<file path="src/rtl/regfile_write_arbiter.sv">
// Single write-port arbiter: core writeback (priority) and FIFO-buffered USART words share one
// registered register-bank port. Optional REGFILE_ARB_ZERO_PROTECT_EN suppresses writes to register 0.
module regfile_write_arbiter #(
  parameter int DATA_W     = 32,
  parameter int ADDR_W     = 5,
  parameter int FIFO_DEPTH = 4,
  parameter int MAX_WAIT   = 3
) (
  input  logic                          clk,
  input  logic                          rst_n,
  input  logic                          core_wr_req,
  input  logic [ADDR_W-1:0]             core_wr_addr,
  input  logic [DATA_W-1:0]             core_wr_data,
  output logic                          core_stall,
  input  logic                          usart_valid,
  input  logic [ADDR_W-1:0]             usart_addr,
  input  logic [DATA_W-1:0]             usart_data,
  output logic                          usart_ready,
  output logic                          rf_wr_en,
  output logic [ADDR_W-1:0]             rf_wr_addr,
  output logic [DATA_W-1:0]             rf_wr_data,
  output logic [$clog2(FIFO_DEPTH):0]   fifo_level,
  output logic                          overflow
);

  localparam int PTR_W = $clog2(FIFO_DEPTH);
  localparam int LVL_W = PTR_W + 1;
  localparam int CNT_W = $clog2(MAX_WAIT + 1);
  localparam logic [LVL_W-1:0] FULL_LVL = LVL_W'(FIFO_DEPTH);
  localparam logic [CNT_W-1:0] CNT_MAX  = CNT_W'(MAX_WAIT);
  localparam logic [CNT_W-1:0] CNT_TRIG = CNT_W'(MAX_WAIT - 1);

  typedef enum logic {S_NORMAL, S_FORCE} state_t;

  state_t             state_q, state_d;
  logic [CNT_W-1:0]   starve_q, starve_d;
  logic [PTR_W-1:0]   wr_ptr_q, rd_ptr_q;
  logic [LVL_W-1:0]   level_q, level_d;
  logic               ready_q, overflow_q;
  logic               rf_en_q;
  logic [ADDR_W-1:0]  rf_addr_q;
  logic [DATA_W-1:0]  rf_data_q;
  logic [ADDR_W-1:0]  mem_addr_q [FIFO_DEPTH];
  logic [DATA_W-1:0]  mem_data_q [FIFO_DEPTH];

  logic               fifo_empty, push, pop;
  logic               core_gnt, usart_gnt, gnt_any, wr_fire;
  logic [ADDR_W-1:0]  gnt_addr;
  logic [DATA_W-1:0]  gnt_data;

  always_comb begin
    fifo_empty = (level_q == '0);
    push       = usart_valid && ready_q;
    core_gnt   = 1'b0;
    usart_gnt  = 1'b0;
    if (state_q == S_NORMAL) begin
      core_gnt  = core_wr_req;
      usart_gnt = !core_wr_req && !fifo_empty;
    end else begin
      usart_gnt = !fifo_empty;
    end
    pop      = usart_gnt;
    gnt_any  = core_gnt || usart_gnt;
    gnt_addr = core_gnt ? core_wr_addr : mem_addr_q[rd_ptr_q];
    gnt_data = core_gnt ? core_wr_data : mem_data_q[rd_ptr_q];

    level_d = level_q;
    case ({push, pop})
      2'b10:   level_d = level_q + LVL_W'(1);
      2'b01:   level_d = level_q - LVL_W'(1);
      default: level_d = level_q;
    endcase

    starve_d = starve_q;
    if (usart_gnt || fifo_empty)
      starve_d = '0;
    else if (core_gnt && (starve_q != CNT_MAX))
      starve_d = starve_q + CNT_W'(1);

    // FORCE lasts exactly one cycle: the FIFO is never empty on entry.
    state_d = S_NORMAL;
    if (state_q == S_NORMAL && core_gnt && !fifo_empty && starve_q == CNT_TRIG)
      state_d = S_FORCE;
  end

`ifdef REGFILE_ARB_ZERO_PROTECT_EN
  assign wr_fire = gnt_any && (gnt_addr != '0);
`else
  assign wr_fire = gnt_any;
`endif

  assign core_stall  = core_wr_req && (state_q == S_FORCE);
  assign usart_ready = ready_q;
  assign overflow    = overflow_q;
  assign fifo_level  = level_q;
  assign rf_wr_en    = rf_en_q;
  assign rf_wr_addr  = rf_addr_q;
  assign rf_wr_data  = rf_data_q;

  always_ff @(posedge clk) begin
    if (push) begin
      mem_addr_q[wr_ptr_q] <= usart_addr;
      mem_data_q[wr_ptr_q] <= usart_data;
    end
  end

  always_ff @(posedge clk or negedge rst_n) begin
    if (!rst_n) begin
      state_q    <= S_NORMAL;
      starve_q   <= '0;
      wr_ptr_q   <= '0;
      rd_ptr_q   <= '0;
      level_q    <= '0;
      ready_q    <= 1'b1;
      overflow_q <= 1'b0;
      rf_en_q    <= 1'b0;
      rf_addr_q  <= '0;
      rf_data_q  <= '0;
    end else begin
      state_q  <= state_d;
      starve_q <= starve_d;
      level_q  <= level_d;
      ready_q  <= (level_d != FULL_LVL);
      if (push) wr_ptr_q <= wr_ptr_q + PTR_W'(1);
      if (pop)  rd_ptr_q <= rd_ptr_q + PTR_W'(1);
      if (usart_valid && !ready_q) overflow_q <= 1'b1;
      rf_en_q <= wr_fire;
      if (wr_fire) begin
        rf_addr_q <= gnt_addr;
        rf_data_q <= gnt_data;
      end
    end
  end

endmodule

</file>
<file path="config.mk">
export PLATFORM = sky130hd
export DESIGN_NAME = regfile_write_arbiter
export DESIGN_NICKNAME = d
export VERILOG_FILES = /design/src/rtl/regfile_write_arbiter.sv
export SDC_FILE = /design/constraint.sdc
export NUM_CORES = 1
export LEC_CHECK = 0
export ABC_CLOCK_PERIOD_IN_PS = 4100
export BUFFER_PORTS_ARGS = -buffer_cell sky130_fd_sc_hd__buf_2
export CELL_PAD_IN_SITES_DETAIL_PLACEMENT = 1
export CELL_PAD_IN_SITES_GLOBAL_PLACEMENT = 1
export CORE_MARGIN = 2
export CORE_UTILIZATION = 51
export CTS_CLUSTER_SIZE = 20
export DETAILED_ROUTE_END_ITERATION = 7
export PLACE_DENSITY = 0.88
export REMOVE_ABC_BUFFERS = 1
export SLEW_MARGIN = 20
export SYNTH_ARGS = -nofsm -noshare
export SYNTH_HDL_FRONTEND = slang
export SYNTH_SLANG_ARGS = --single-unit
</file>
<file path="constraint.sdc">
create_clock -name clk -period 4.1 [get_ports clk]
set_input_delay 0.41 -clock clk [delete_from_list [all_inputs] [get_ports clk]]
set_output_delay 0.41 -clock clk [all_outputs]
set_load 0.005 [all_outputs]
</file>
==> results of run 1 <==
## cells in the final DEF, fill, tap and decap left out, types with 2 or more instances in the layout
cell type    n
edfxtp_1   148
buf_2      121
a21oi_1     75
dfrtp_1     47
nand2_1     40
nor2_1      39
mux4_2      37
clkbuf_16   17
inv_1        7
ha_1         7
clkinv_2     5
clkbuf_1     4
buf_4        4
xnor2_1      3
xor2_1       3
and3_2       3
nor3_1       2
bufinv_16    2
clkbuf_8     2
dfrtp_2      2
## metal layers
layer | share of wire (%) | routed length [microns] | vias to the layer above
met5 | 0 | 0 | -
met4 | 1.6 | 261 | 0
met3 | 3.8 | 630 | 26
met2 | 53 | 8830 | 118
met1 | 42 | 6940 | 2202
li1 | - | - | 1948
## layout make-up
type / instances / area (sq um) / area share [%]
multi-input combinational: 224 / 1820 / 20.3
clock inverter: 9 / 101 / 1.13
tap: 184 / 230 / 2.56
inverter: 7 / 26.3 / 0.293
clock buffer: 23 / 468 / 5.21
timing repair buffer: 125 / 636 / 7.08
sequential: 198 / 5700 / 63.4
## kinds of logic after synthesis
kind of cell / count (synthesis) / share of synthesized area (%)
AND/OR/NAND/NOR: 93 / 5.02
flip-flops: 198 / 74.4
XOR/XNOR: 6 / 0.687
AO/OA/AOI/OAI: 78 / 5.18
adder cells (fa/ha/maj): 8 / 1.41
buffers and inverters: 32 / 2.14
multiplexers: 39 / 11.2
## power groups by stage
stage          Clock, mW  Combinational (mW)  Sequential [mW]
3_3_place_gp           0                1.60             3.04
6_report            1.62                1.67             3.05
5_1_grt             1.72                1.85             3.13
2_1_floorplan          0                1.03             3.05
3_5_place_dp           0                1.69             3.10
4_1_cts             1.65                1.71             3.07
## per-stage QoR
stage               setup slack, ns  hold slack (ns)  power, mW  instances
floorplan                     0.933            0.114       4.08        429
detailed placement             1.69            0.442       4.80        738
global route                   1.68            0.181       6.69        770
CTS                            1.81            0.134       6.43        770
global placement               1.80            0.434       4.65        738
finish                         1.86            0.133       6.34        770
## worst min-delay path by stage
stage | from | to | slack [ns] | cells past startpoint
6_report | rst_n | rf_wr_data[5] | 0.13 | 2
5_1_grt | rst_n | rf_wr_data[30] | 0.18 | 2
4_1_cts | rst_n | rf_wr_data[30] | 0.13 | 2
3_5_place_dp | overflow | overflow | 0.44 | 1
3_3_place_gp | overflow | overflow | 0.43 | 1
2_1_floorplan | rst_n | fifo_level[0] | 0.11 | 0
## critical path: stages (launching register included)
cell and delay (ns):
dfrtp_1 0.45, nor3_4 0.07, nor2_1 0.17, ha_1 0.22, inv_1 0.06, fa_1 0.38, xor2_1 0.17, or3_1 0.34
a211o_1 0.31
## state kept, by name (all words and copies together), names as in the netlist, 2 cells and up
| name | count |
|---|---|
| starve_q | 2 |
| mem_data_q | 128 |
| fifo_level | 3 |
| rf_wr_addr | 5 |
| mem_addr_q | 20 |
| rf_wr_data | 32 |
| rd_ptr_q | 2 |
| wr_ptr_q | 2 |
==> metrics.cfg, run 1 <==
[final_layout]
antenna_cells=0
area_growth_pct=17.3
drive_above_1_share_pct=34.5
fin_area_sq_um=8980
utilization_pct=61.6
nFillCells=1361
nets=659

[route]
first_pass_iters=4
dr.first_iter.drc_count=316
wl_per_cell_microns=21.6
wl_microns=16700
vias=4294
antenna_left=0
viasPerCell=5.58
drc=0

[placement]
gp_congestion=0.712
dp_hpwl_microns=10100
port_buffers=121
placed_area_sq_um=8410

[setup_path]
cp_max_fo=5
end_kind=flop
cp-start-kind=flop
r2r-end=usart_ready
worstReg2RegStart=fifo_level[0]
crit_path_end=usart_ready
r2r_cells=8
path_class=reg -> reg
cp_data_required_time_ns=4.45
reg2reg_setup_slack_ns=1.86
cp-startpoint=fifo_level[0]
worst-endpoint-arrival_ns=2.58

[floorplan]
die_x_microns=127
initial_utilization_pct=52.5
placementRows=44
core_sq_um=14600
io_pins=122
die_area_sq_um=16000
die_y_microns=127

[timing]
hold_violations=0
setup_violations=0
tightest_slew_ns=1.05
rsz0062_at_grt=false
drv_slew=0
min_period_over_period_pct=54.6
fin_tns_setup_ns=0
fmax_mhz=447
clock_skew_ns=0.00997
max_slew_margin_pct=29.8
post-route-min-period_ns=2.24

[pwr]
pwr-share-comb_pct=26.4
power_per_cell_area_nw_per_um2=706
p_clk_share_pct=25.5
p_switching_mw=1.91
intPower_mw=4.43
ir_worst_vdd_uv=313
seqPwrFrac_pct=48.1
p_leak_nw=3.45
swShare_pct=30.1

[synthesis]
ys_warn_count=0
synth_top_cell_by_area=edfxtp_1
syn_area_per_cell_sq_um=16.9
synth_seq_cells=198
synth_commonest_cells=edfxtp_1, a21oi_1, dfrtp_1, nand2_1, nor2_1
synth_top_area_share_pct=58.0
seq_area_frac_synth_pct=74.4
synthFlopType=edfxtp_1
netlist_area_sq_um=7660
yosysMostFrequentCell=edfxtp_1
synth-async-reset-ratio_pct=25.3
ys_types=30
synthCells=454
synth_area_leaders=edfxtp_1, dfrtp_1, mux4_2
synth_edf_count=148

[clock_network]
postCtsSetupRepairBufs=0
post_cts_resized=0
cts_tree=done
clock_path_buffers=2
clock_latency_ns=0.42
numCtsBuffers=17
cts.reportedPaths.clkPinSlew_ns=0.07
htreeDepth=4
cts.sinks=198
root_buffer=clkbuf_16
cts-hold-fix-buffers=0

[grt]
antenna_found_initial=0
grt_start_max_net_pins=51
use_met2_pct=38.1
overflow=0
grt_busiest_layer=met2
track_usage_pct=21.9
grt_pass1_wl_microns=26200
grt_pass1_vias=4700
met3_usage_pct=3.84
grt_util_met1_pct=28.1

[hold_path]
hold_path_class=in -> async

[outcome]
status=finished, final reports clean

[flow_run]
drv_cap=0

Power figures use the tool's default switching activity.
==> run 2, diff against run 1 <==
--- a/config.mk
+++ b/config.mk
@@ -5,15 +5,15 @@
 export SDC_FILE = /design/constraint.sdc
 export NUM_CORES = 1
 export LEC_CHECK = 0
-export ABC_CLOCK_PERIOD_IN_PS = 4100
+export ABC_CLOCK_PERIOD_IN_PS = 2200
 export BUFFER_PORTS_ARGS = -buffer_cell sky130_fd_sc_hd__buf_2
 export CELL_PAD_IN_SITES_DETAIL_PLACEMENT = 1
 export CELL_PAD_IN_SITES_GLOBAL_PLACEMENT = 1
 export CORE_MARGIN = 2
-export CORE_UTILIZATION = 51
+export CORE_UTILIZATION = 47
 export CTS_CLUSTER_SIZE = 20
 export DETAILED_ROUTE_END_ITERATION = 7
-export PLACE_DENSITY = 0.88
+export PLACE_DENSITY = 0.82
 export REMOVE_ABC_BUFFERS = 1
 export SLEW_MARGIN = 20
 export SYNTH_ARGS = -nofsm -noshare
==> constraint.sdc (replaced) <==
create_clock -name clk -period 2.2 [get_ports clk]
set_input_delay 0.22 -clock clk [delete_from_list [all_inputs] [get_ports clk]]
set_output_delay 0.22 -clock clk [all_outputs]
set_load 0.005 [all_outputs]
==> metrics.cfg, run 2 (synthesis gave the netlist of run 1 again) <==
[clock_network]
clock_path_buffers=2
cts.sinks=198
root_buffer=clkbuf_16
clock_latency_ns=0.43
htreeDepth=4
cts_tree=done
cts.reportedPaths.clkPinSlew_ns=0.07
numCtsBuffers=17

[final_layout]
mostFrequentLayoutCells=edfxtp_1, buf_2, a21oi_1, dfrtp_1, nand2_1
antenna_cells=0
drive_above_1_share_pct=35.5
area_growth_pct=24.9
largest_reg_flops=128
fin_area_sq_um=9560
largest_register=mem_data_q
utilization_pct=60.2
layout_commonest_cell=edfxtp_1
nFillCells=1507
nets=709

[route]
wl_microns=18600
antenna_left=0
viasPerCell=5.38
first_pass_iters=4
met3WireLength_microns=761
route.met2.wl_microns=10100
dr.first_iter.drc_count=299
drc=0
top_layer=met4
wl_per_cell_microns=21.8
vias=4587
drt-met1-wl_microns=7410

[pwr]
power_per_cell_area_nw_per_um2=1290
fin_total_pwr_mw=12.3
ir_worst_vdd_uv=781
p_leak_nw=3.70

[flow_run]
drv_cap=0

[setup_path]
cp-start-kind=flop
end_kind=flop
cp_max_fo=7
cp_data_required_time_ns=2.56
slowest_delay_ns=0.40
path_class=reg -> reg
cp_top_family=adder cells
crit_buf_inv=1
path_cells=nand2_1 -> ha_2 -> inv_1 -> fa_1 -> xor2_1 -> or3_4 -> a211o_1
crit_slowest_cell=dfstp_2
worst-endpoint-arrival_ns=2.44

[outcome]
status=finished, final reports clean

[floorplan]
die_area_sq_um=17300
initial_utilization_pct=48.2
die_x_microns=132
die_y_microns=132
io_pins=122
placementRows=46
core_sq_um=15900

[placement]
placed_area_sq_um=8620
dp_slack_ns=0.0113
dp_hpwl_microns=11500
gp_congestion=0.708
port_buffers=121

[hold_path]
hold_path_class=in -> reg

[timing]
fmax_mhz=479
max_slew_margin_pct=44.1
holdWs_ns=0.0294
tightest_slew_ns=0.838
clock_skew_ns=0.00871
setup_ws_ns=0.112
min_period_over_period_pct=94.9
hold_violations=0
setup_violations=0
drv_slew=0
rsz0062_at_grt=false
post-route-min-period_ns=2.09

[grt]
grt_pass1_vias=5265
grt_pass1_wl_microns=29500
grt_start_max_net_pins=41
track_usage_pct=22.9
antenna_found_initial=0
overflow=0

[run 2: cell type report]
| cell class | instances | area (sq um) | share of cell area, % |
|---|---|---|---|
| Sequential cell | 198 | 5700 | 59.6 |
| Multi-Input combinational cell | 224 | 1830 | 19.2 |
| Timing Repair Buffer | 175 | 1140 | 11.9 |
| Clock buffer | 18 | 439 | 4.59 |
| Tap cell | 216 | 270 | 2.83 |
| Clock inverter | 14 | 149 | 1.56 |
| Inverter | 7 | 26.3 | 0.275 |
[run 2: worst paths after layout]
check / start / to / slack [ns] / cells past startpoint
max in group asynchronous: rst_n / usart_ready / 1.17 / 3
min in group asynchronous: rst_n / rf_wr_data[30] / 0.36 / 2
min: usart_data[26] / mem_data_q[2][26] / 0.03 / 1
min reg2reg: overflow / overflow / 0.46 / 1
max: usart_ready / usart_ready / 0.11 / 7
max reg2reg: usart_ready / usart_ready / 0.11 / 7
[run 2: power by group]
| part | internal (mW) | leakage (nW) | total (mW) | switching [mW] |
|---|---|---|---|---|
| registers | 5.03 | 1.93 | 5.56 | 0.532 |
| clock network | 1.71 | 0.281 | 3.09 | 1.38 |
| logic | 1.74 | 1.49 | 3.68 | 1.95 |
[run 2: repair_timing]
action	CTS	global route
cloned	0	0
gates resized for setup	0	5
endpoints found under the setup margin	1	1
hold buffers	32	0
buffers inserted	1	1
hold endpoints to repair	142	0
[run 2: per-stage QoR]
| step | setup TNS, ns | std cells |
|---|---|---|
| after CTS | 0 | 851 |
| after floorplan | -14.03 | 429 |
| after global routing | 0 | 852 |
| after global placement | 0 | 786 |
| final | 0 | 852 |
| after detailed placement | 0 | 786 |
[run 2: per-layer routing]
metal	GRT usage (%)	up-vias
met5	0	-
met4	9.12	0
met1	27.0	2362
met3	4.86	28
li1	-	2050
met2	41.0	147
==> run 3, diff against run 2 <==
--- a/config.mk
+++ b/config.mk
@@ -5,15 +5,16 @@
 export SDC_FILE = /design/constraint.sdc
 export NUM_CORES = 1
 export LEC_CHECK = 0
+export ABC_AREA = 1
 export ABC_CLOCK_PERIOD_IN_PS = 2200
 export BUFFER_PORTS_ARGS = -buffer_cell sky130_fd_sc_hd__buf_2
 export CELL_PAD_IN_SITES_DETAIL_PLACEMENT = 1
 export CELL_PAD_IN_SITES_GLOBAL_PLACEMENT = 1
 export CORE_MARGIN = 2
-export CORE_UTILIZATION = 47
+export CORE_UTILIZATION = 45
 export CTS_CLUSTER_SIZE = 20
 export DETAILED_ROUTE_END_ITERATION = 7
-export PLACE_DENSITY = 0.82
+export PLACE_DENSITY = 0.83
 export REMOVE_ABC_BUFFERS = 1
 export SLEW_MARGIN = 20
 export SYNTH_ARGS = -nofsm -noshare
==> metrics.cfg, run 3 <==
[outcome]
status=finished, final reports clean

[setup_path]
crit_slowest_cell=dfrtp_1
slowest_delay_ns=0.42
cp_max_fo=4
path_cells=nor2_2 -> a21oi_4 -> ha_1 -> inv_1 -> fa_1 -> o21ai_0 -> nor2_1 -> nand2_1
cp_data_required_time_ns=2.58
path_class=reg -> reg
end_kind=flop
cp_top_family=adder cells
crit_buf_inv=1
cp-start-kind=flop
worst-endpoint-arrival_ns=2.28

[timing]
tightest_slew_ns=0.664
clock_skew_ns=0.0191
min_period_over_period_pct=86.4
max_slew_margin_pct=55.8
rsz0062_at_grt=false
fmax_mhz=526
fin_tns_setup_ns=0
holdWs_ns=0.00849
hold_violations=0
post-route-min-period_ns=1.90
drv_slew=0
setup_violations=0

[clock_network]
htreeDepth=4
root_buffer=clkbuf_16
cts_tree=done
clock_path_buffers=2
clock_latency_ns=0.45
cts.sinks=198
numCtsBuffers=17
cts.reportedPaths.clkPinSlew_ns=0.07

[route]
viasPerCell=5.21
drc=0
dr.first_iter.drc_count=387
wl_microns=20800
wl_per_cell_microns=18.6
first_pass_iters=4
vias=5822
antenna_left=0

[grt]
grt_util_met1_pct=27.6
met3_usage_pct=5.59
grt_busiest_layer=met2
antenna_found_initial=0
track_usage_pct=23.4
use_met2_pct=42.3
grt_pass1_wl_microns=32800
overflow=0
grt_start_max_net_pins=64
grt_pass1_vias=6282

[pwr]
intPower_mw=8.09
p_clk_share_pct=25.1
fin_total_pwr_mw=12.6
ir_worst_vdd_uv=887
swShare_pct=35.9
power_per_cell_area_nw_per_um2=1260
seqPwrFrac_pct=43.2
p_leak_nw=4.23
pwr-share-comb_pct=31.7
p_switching_mw=4.53

[placement]
port_buffers=121
dpl.cell_count=1036
dp_hpwl_microns=12600
gp_congestion=0.729

[synthesis]
synth_edf_count=148
synth_seq_cells=198
synth-async-reset-ratio_pct=25.3
seq_area_frac_synth_pct=71.4
synth_top_area_share_pct=55.7
ys_warn_count=0
synthFlopType=edfxtp_1
synth_commonest_cells=nand2_1, edfxtp_1, nand3_1, dfrtp_1, inv_1
syn_area_per_cell_sq_um=11.3
synth_area_leaders=edfxtp_1, dfrtp_1, nand2_1
synthCells=707
ys_types=25
synth_top_cell_by_area=edfxtp_1
netlist_area_sq_um=7980
yosysMostFrequentCell=nand2_1

[floorplan]
io_pins=122
die_x_microns=137
initial_utilization_pct=46.1
core_sq_um=17300
die_y_microns=137
placementRows=48
die_area_sq_um=18800

[flow_run]
drv_cap=0

[final_layout]
area_growth_pct=25.3
nFillCells=1844
layout_commonest_cell=nand2_1
largest_reg_flops=128
mostFrequentLayoutCells=nand2_1, edfxtp_1, nand3_1, buf_2, dlygate4sd3_1
drive_above_1_share_pct=20.9
largest_register=mem_data_q
antenna_cells=0
finalNonFillerCells=1117
nets=965

[hold_path]
hold_path_class=in -> reg

run 3: cell types whose count changed after synthesis, sizes merged, moves of 3 or more:
cell	previous run	this run
and3	5	0
inv	7	35
nor2	39	15
mux4	37	0
clkbuf	13	7
buf	12	27
nor3	3	0
nand2	40	271
a21oi	75	3
nand3	1	136
run 3: power groups by stage:
stage          clock, mW  combinational [mW]  sequential [mW]
6_report            3.16                4.00             5.46
5_1_grt             3.35                4.51             5.55
4_1_cts             3.19                4.05             5.46
3_5_place_dp           0                3.93             5.52
3_3_place_gp           0                3.75             5.46
2_1_floorplan          0                2.01             5.66
run 3: cells by family after synthesis:
logic type,count (synthesis),share of synthesized area [%]
AND/OR/NAND/NOR,423,22.4
AO/OA/AOI/OAI,6,0.455
adder cells (fa/ha/maj),8,1.35
flip-flops,198,71.4
XOR/XNOR,3,0.329
buffers and inverters,69,4.06
run 3: worst min-delay path, delay by kind of cell:
family	cells	cell delay (ns)
buffers and inverters	1	0.08
and+or+nand+nor	2	0.12
run 3: metal layers:
metal  up-vias  share of wire [%]
li1       2718                  -
met1      2930                 41
met2       157                 53
met3        17                4.9
met4         0                1.2
met5         -                  0
run 3: per-stage QoR:
stage                     util [%]  setup slack, ns  area, sq um
final                         57.8            0.298         9990
after global routing          57.8            0.143         9990
after CTS                     57.8            0.297         9990
after detailed placement      51.5            0.310         8910
after global placement        51.5            0.391         8910
after floorplan                  -           -0.541         7790
run 3: final timing paths:
path | startpoint | endpoint | slack, ns | depth (start not counted)
min reg2reg | overflow | overflow | 0.47 | 1
min | core_wr_data[26] | rf_wr_data[26] | 0.008 | 3
max | fifo_level[1] | usart_ready | 0.30 | 8
max in group asynchronous | rst_n | usart_ready | 1.20 | 3
max reg2reg | fifo_level[1] | usart_ready | 0.30 | 8
min in group asynchronous | rst_n | rf_wr_data[19] | 0.34 | 2
run 3: timing repair:
item,4_1_cts,5_1_grt
resized for setup,0,0
setup buffers,0,0
hold buffers,49,0
hold endpoints to repair,158,0
run 3: layout make-up:
| class | count | area (sq um) | area share (%) |
|---|---|---|---|
| flip-flops and latches | 198 | 5700 | 57.0 |
| inverters | 35 | 134 | 1.34 |
| repair buffers | 187 | 1290 | 12.9 |
| clock inverters | 15 | 169 | 1.69 |
| multi-input cells | 440 | 2000 | 20.0 |
| clock buffers | 17 | 425 | 4.26 |
| well taps | 225 | 282 | 2.82 |
